**config.mk**
```make
export PLATFORM = sky130hd
export DESIGN_NAME = deserializer_fsm
export DESIGN_NICKNAME = d
export VERILOG_FILES = /design/src/rtl/fir_serial_pkg.sv /design/src/rtl/deserializer_fsm.sv
export SDC_FILE = /design/constraint.sdc
export NUM_CORES = 1
export LEC_CHECK = 0
export CORE_UTILIZATION = 51
export CTS_CLUSTER_SIZE = 24
export DETAILED_ROUTE_END_ITERATION = 6
export PLACE_DENSITY = 0.78
export RECOVER_POWER = 50
export SLEW_MARGIN = 20
export SYNTH_ARGS = -nofsm -noshare
export SYNTH_HDL_FRONTEND = slang
export SYNTH_SLANG_ARGS = --single-unit
```
**constraint.sdc**
```tcl
create_clock -name i_clk -period 2.2 [get_ports i_clk]
set_clock_uncertainty 0.15 [all_clocks]
set_input_delay 0.33 -clock i_clk [delete_from_list [all_inputs] [get_ports i_clk]]
set_output_delay 0.33 -clock i_clk [all_outputs]
set_load 0.1 [all_outputs]
```
**src/rtl/fir_serial_pkg.sv**
```systemverilog
// fir_serial_pkg
// Types and constants shared by the bit-serial link blocks of the FIR filter
// (serializer and deserializer).
//   state_e        : 2-bit FSM encoding, identical across serializer/deserializer
//   DEFAULT_LENGTH : default parallel word width
//   cnt_width()    : width of a bit counter that must hold the value len
package fir_serial_pkg;

    typedef enum logic [1:0] {
        S_IDLE  = 2'b00,
        S_SHIFT = 2'b01,
        S_HOLD  = 2'b10
    } state_e;

    localparam int unsigned DEFAULT_LENGTH = 24;

    // Counter has to reach len itself, hence len+1 distinct values.
    function automatic int unsigned cnt_width(input int unsigned len);
        return $clog2(len + 1);
    endfunction

endpackage

```
**src/rtl/deserializer_fsm.sv**
```systemverilog
// deserializer_fsm
// Collects LENGTH serial bits (LSB first) under a valid/ready handshake and
// presents them as one parallel word under a second valid/ready handshake.
// All outputs are registered; i_en gates every register except reset.
//
// Ports:
//   i_clk        : clock, rising edge
//   i_rst_n      : synchronous active-low reset (overrides i_en)
//   i_en         : clock enable; low freezes all state
//   i_din        : serial data bit
//   i_din_valid  : i_din carries a valid bit
//   o_ready      : ready to accept a serial bit (high exactly in S_SHIFT)
//   ov_dout      : assembled parallel word, first bit received in bit 0
//   o_dout_valid : ov_dout holds a complete word
//   i_ready      : downstream accepts ov_dout (only looked at in S_HOLD)
module deserializer_fsm
    import fir_serial_pkg::*;
#(
    parameter int unsigned LENGTH = DEFAULT_LENGTH
) (
    input  logic              i_clk,
    input  logic              i_rst_n,
    input  logic              i_en,
    input  logic              i_din,
    input  logic              i_din_valid,
    output logic              o_ready,
    output logic [LENGTH-1:0] ov_dout,
    output logic              o_dout_valid,
    input  logic              i_ready
);

    localparam int unsigned   CNT_W    = cnt_width(LENGTH);
    localparam logic [CNT_W-1:0] CNT_LAST = CNT_W'(LENGTH - 1);

    state_e              state_q, state_d;
    logic [LENGTH-1:0]   sr_q, sr_d;
    logic [CNT_W-1:0]    cnt_q, cnt_d;
    logic [LENGTH-1:0]   dout_q, dout_d;
    logic                dout_valid_q, dout_valid_d;
    logic                ready_q, ready_d;

    logic [LENGTH-1:0]   sr_shifted;
    logic                bit_xfer;
    logic                word_xfer;

    // New bits enter at the MSB and move down, so after LENGTH shifts the
    // first bit received sits in bit 0.
    assign sr_shifted = {i_din, sr_q[LENGTH-1:1]};
    assign bit_xfer   = ready_q && i_din_valid;
    assign word_xfer  = dout_valid_q && i_ready;

    always_comb begin
        state_d      = state_q;
        sr_d         = sr_q;
        cnt_d        = cnt_q;
        dout_d       = dout_q;
        dout_valid_d = dout_valid_q;
        ready_d      = ready_q;

        case (state_q)
            S_IDLE: begin
                state_d = S_SHIFT;
                cnt_d   = '0;
                sr_d    = '0;
                ready_d = 1'b1;
            end

            S_SHIFT: begin
                if (bit_xfer) begin
                    sr_d = sr_shifted;
                    if (cnt_q == CNT_LAST) begin
                        dout_d       = sr_shifted;
                        dout_valid_d = 1'b1;
                        ready_d      = 1'b0;
                        cnt_d        = '0;
                        state_d      = S_HOLD;
                    end else begin
                        cnt_d = cnt_q + CNT_W'(1);
                    end
                end
            end

            S_HOLD: begin
                // Serial input is ignored here; ov_dout stays put until taken.
                if (word_xfer) begin
                    dout_valid_d = 1'b0;
                    ready_d      = 1'b1;
                    sr_d         = '0;
                    state_d      = S_SHIFT;
                end
            end

            default: begin
                state_d      = S_IDLE;
                ready_d      = 1'b0;
                dout_valid_d = 1'b0;
                cnt_d        = '0;
                sr_d         = '0;
            end
        endcase
    end

    always_ff @(posedge i_clk) begin
        if (!i_rst_n) begin
            state_q      <= S_IDLE;
            sr_q         <= '0;
            cnt_q        <= '0;
            dout_q       <= '0;
            dout_valid_q <= 1'b0;
            ready_q      <= 1'b0;
        end else if (i_en) begin
            state_q      <= state_d;
            sr_q         <= sr_d;
            cnt_q        <= cnt_d;
            dout_q       <= dout_d;
            dout_valid_q <= dout_valid_d;
            ready_q      <= ready_d;
        end
    end

    assign o_ready      = ready_q;
    assign ov_dout      = dout_q;
    assign o_dout_valid = dout_valid_q;

endmodule

```
[After elaboration in Yosys (flattened, before gate mapping)]
Index checks and enable logic that the tools add are counted.
Operators by class
  $add $sub $neg: 1
  eq/ne operators: 6
  multiplexer cells: 18
  bitwise gates (word level): 2
  reductions and logical operators: 8
Operator list (number)
  $mux 24: 2
  $pmux 24 s2: 1
  $mux 5: 2
  $pmux 5 s2: 1
  $reduce_and 4->1: 2
  $mux 1: 6
  $mux 2: 3
  $ne 2x2->1 const B: 3
  $pmux 1 s3: 2
  $pmux 2 s3: 1
  $reduce_and 3->1: 2
  $add 5x1->5 const B: 1
  $eq 5x5->1 const B: 1
  $reduce_and 5->1: 1
  $eq 2x1->1 const B: 1
  $eq 2x2->1 const B: 1
  $logic_and 1x1->1: 2
  $logic_not 2->1: 1
  $not 1->1: 2
Storage, ports and cells
  flip-flop bits (word level): 57
  input bits: 6
  output and inout port bits: 26
  word-level logic and storage cells: 41

[Logic depth before layout (Yosys ltp)]
Gate-level depths: netlist of the first run.
  word-level depth: 4
  mapped depth: 7

[Worst setup path after synthesis of the first run]
Ideal clock, no wire load.
  path type: flip-flop to flip-flop
  start: register ready_q, in the netlist o_ready
  end: register dout_q[12], in the netlist ov_dout[12]
  arrival: 2011 ps
  required time: 1924 ps
  setup slack: -87 ps
  stages on the path, launching flop included: 7
  buffers on the path: 2
  period minus slack after synthesis: 2287 ps
  cells stage by stage: dfxtp_1 nand4_2 or3_4 buf_6 buf_6 nand3_1 o21ai_1
Between the ends
  longest elaborated chain between the ends: 2
RTL lines
  start: declaration: RTL line deserializer_fsm.sv:40  | logic ready_q, ready_d;
  start signal: assignment: RTL line deserializer_fsm.sv:117  | ready_q <= ready_d;
  $logic_and 1x1->1: RTL line deserializer_fsm.sv:49  | assign bit_xfer = ready_q && i_din_valid;
  $reduce_and 4->1 (no source line)
  end signal: assignment: RTL line deserializer_fsm.sv:115  | dout_q <= dout_d;
  end: declaration: RTL line deserializer_fsm.sv:38  | logic [LENGTH-1:0] dout_q, dout_d;
No other way between the ends.
A chain may end at the register's enable or synchronous reset.

[Worst setup path in the final report of the first run]
  start: register state_q[0]
  end: register sr_q[18]
Between the ends
  longest elaborated chain between the ends: 3
  elaborated cells on any way between the ends: 6
  those cells by class: 4 x eq/ne; 1 x mux; 1 x reduce/logical
RTL lines
  start: declaration: RTL line deserializer_fsm.sv:35  | state_e state_q, state_d;
  start signal: assignment: RTL line deserializer_fsm.sv:112  | state_q <= state_d;
  $eq 2x2->1 or $eq 2x1->1 (tied branches): RTL line deserializer_fsm.sv:60  | case (state_q)
  $ne 2x2->1 (no source line)
  $reduce_and 3->1 (no source line)
  end signal: assignment: RTL line deserializer_fsm.sv:113  | sr_q <= sr_d;
  end: declaration: RTL line deserializer_fsm.sv:36  | logic [LENGTH-1:0] sr_q, sr_d;
Parallel ways exist; a longest one is shown, timed or not.

==> run_results.csv, run 1 <==
group,metric,value,unit
run_status,outcome,"finished, final reports clean",
final_layout,layout.nets,247,
critical_path,setup.worst_path.start_class,"register",
floorplanning,rows,22,
clock_tree,clk_pin_slew,80,ps
timing,finalHoldViolCount,0,
routing,drtIter0Drc,93,
final_layout,mostFrequentLayoutCell,"dfxtp_1",
synth,async_flop_share,0,
synth,ys.flop_type,"dfxtp_1",
grt,gr-usage-all-layers,0.185,
placement,place_ws,88.1,ps
synth,synth_fp_nets,221,
final_layout,layout-drive-gt1-share,0.170,
floorplanning,start_util,0.533,
timing,max_slew.worst_pin.slew,544,ps
routing,drcViolationCount,0,
final_layout,layout_common_cells,"55 x dfxtp_1, 27 x nand3_1, 27 x clkbuf_2",
placement,dpl.hpwl,2320,microns
clock_tree,ctsHoldBuffers,0,
critical_path,crit_fanout,23,
clock_tree,ctsResizeCount,0,
clock_tree,cts_setup_buffers,0,
critical_path,critical_path_class,"register to register",
grt,grt_pass1_vias,1360,
timing,setup_slack,274,ps
placement,placed_cell_area,2230,sq um
floorplanning,core_area,3690,sq um
final_layout,postLayoutCellArea,2270,sq um
placement,port_buffers,31,
critical_path,end_kind,"register",
pwr,ir_drop,0.507,mV
pwr,p_per_area,768,nW/um^2
timing,final-setup-viol-count,0,
synth,ys_ff_latch,56,
pwr,power.leakage,0.844,nW
routing,wl_met3,110,microns
clock_tree,htreeDepth,2,
timing,timing.final.crit_share,0.875,
final_layout,area_growth,15.5,%
routing,drt-pass1-iter-count,4,
flow_run,maxCapViolations,0,
synth,netlist_instances,214,
hold_path,min_path_type,"input pin to register",
timing,drv_slew,0,
final_layout,antenna_cells,0,
timing,maxSlewHeadroom,0.639,
clock_tree,clk_latency,290,ps
clock_tree,cts_buffers,5,
synth,avgSynthCellArea,9.19,sq um
clock_tree,cts_max_path_buffers,2,
synth,synth_area,1970,sq um
timing,rsz0062_at_grt,"no",
routing,maxUsedRoutingLayer,"met4",
synth,synth_edf_count,0,
routing,vias_per_cell,5.61,
clock_tree,cts.sinks,56,
timing,finalSetupTns,0,ps
grt,grt-ovfl-total,0,
floorplanning,dieHeight,64.1,microns
grt,antenna_found_initial,0,
pwr,total_power,1.74,mW
routing,drt-total-wl,3580,microns
clock_tree,cts_tree,"built",
floorplanning,io_pins,32,
routing,vias,1621,
critical_path,r2r_setup_slack,270,ps
routing,wl_met2,1630,microns
synth,synth.distinct_cells,35,
critical_path,required,2270,ps
timing,period_needed,1930,ps
clock_tree,clockRootBuffer,"clkbuf_8",
routing,met1_length,1790,microns
synth,seq_area_frac_synth,0.570,
placement,gp_congestion,0.775,
floorplanning,fp.dieW,64.1,microns
grt,grt_pass1_wl,6050,microns
grt,grt_max_degree,50,
critical_path,critPathArrivalTime,2000,ps
timing,fmax,0.519,GHz
routing,routedWlPerCell,12.4,microns
routing,final_antenna_net_count,0,
floorplanning,fp.dieArea,4110,sq um
synth,yosys_warnings,0,
==> synthesized netlist by cell type, types with 2 or more instances <==
library cell,number,area share
buf_2,3,0.0076
inv_1,2,0.0038
nand2_1,25,0.048
nand3b_1,2,0.0076
o211ai_1,2,0.0076
nor2_1,6,0.011
clkbuf_1,8,0.015
o22ai_1,23,0.073
a21oi_1,6,0.015
buf_6,2,0.011
o21ai_1,11,0.028
nand3_1,27,0.069
dfxtp_1,56,0.57
o21ai_0,19,0.048
buf_1,2,0.0038
==> report_power, final <==
part / total [mW] / switching [mW] / leakage (nW) / internal (mW)
logic: 0.0855 / 0.0596 / 0.337 / 0.0259
clock network: 0.635 / 0.297 / 0.0552 / 0.338
registers: 1.02 / 0.00585 / 0.452 / 1.02
total: 1.74 / 0.363 / 0.844 / 1.38
==> stage by stage <==
step,utilization,std cells,hold WS (ps)
floorplan,-,214,295
global placement,0.604,281,301
detailed placement,0.604,281,305
CTS,0.634,289,248
global route,0.615,289,259
finish,0.615,289,254
==> state kept, by name (all words and copies together), names as in the netlist <==
signal,flops
sr_q,23
o_ready,1
cnt_q,5
o_dout_valid,1
ov_dout,24
state_q,2
==> final cells by class <==
class / instances / area (sq um)
multi-input cells: 140 / 757
clock buffers: 6 / 72.6
repair buffers: 35 / 215
clock inverters: 2 / 35.0
well taps: 48 / 60.1
inverters: 2 / 7.51
fillers: 361 / 1420
flip-flops and latches: 56 / 1120
==> cell families (layout without fill, tap and decap cells) <==
logic type / Yosys count / after routing / share of synthesized area
buf+inv: 18 / 45 / 0.0446
compound gates: 67 / 67 / 0.198
fa+ha+maj: 1 / 1 / 0.00636
simple gates: 72 / 72 / 0.181
flops: 56 / 56 / 0.570
==> worst paths after layout <==
kind,depth (start not counted),endpoint,startpoint
worst min register to register,2,ov_dout[20],ov_dout[20]
worst max-delay path,5,sr_q[18],state_q[0]
worst min-delay path,2,o_dout_valid,i_rst_n
worst max register to register,5,sr_q[18],state_q[0]
==> metal layers <==
metal	up-vias	global-route usage
li1	832	-
met1	757	0.251
met2	28	0.297
met3	4	0.0321
met4	0	0.0597
met5	-	0
==> critical path, cell delays in order, from the launching register on <==
cell      delay [ps]
dfxtp_1          460
or2b_1           310
o21ai_0          280
nor2_1            80
clkbuf_2         330
o22ai_1          250
Note: power is estimated with default switching activity, not from simulation.
==> run 2: changes to the inputs <==
- CAP_MARGIN: default -> 5
==> results of run 2 <==
No change in the layout: final DEF, timing and power equal those of run 1.
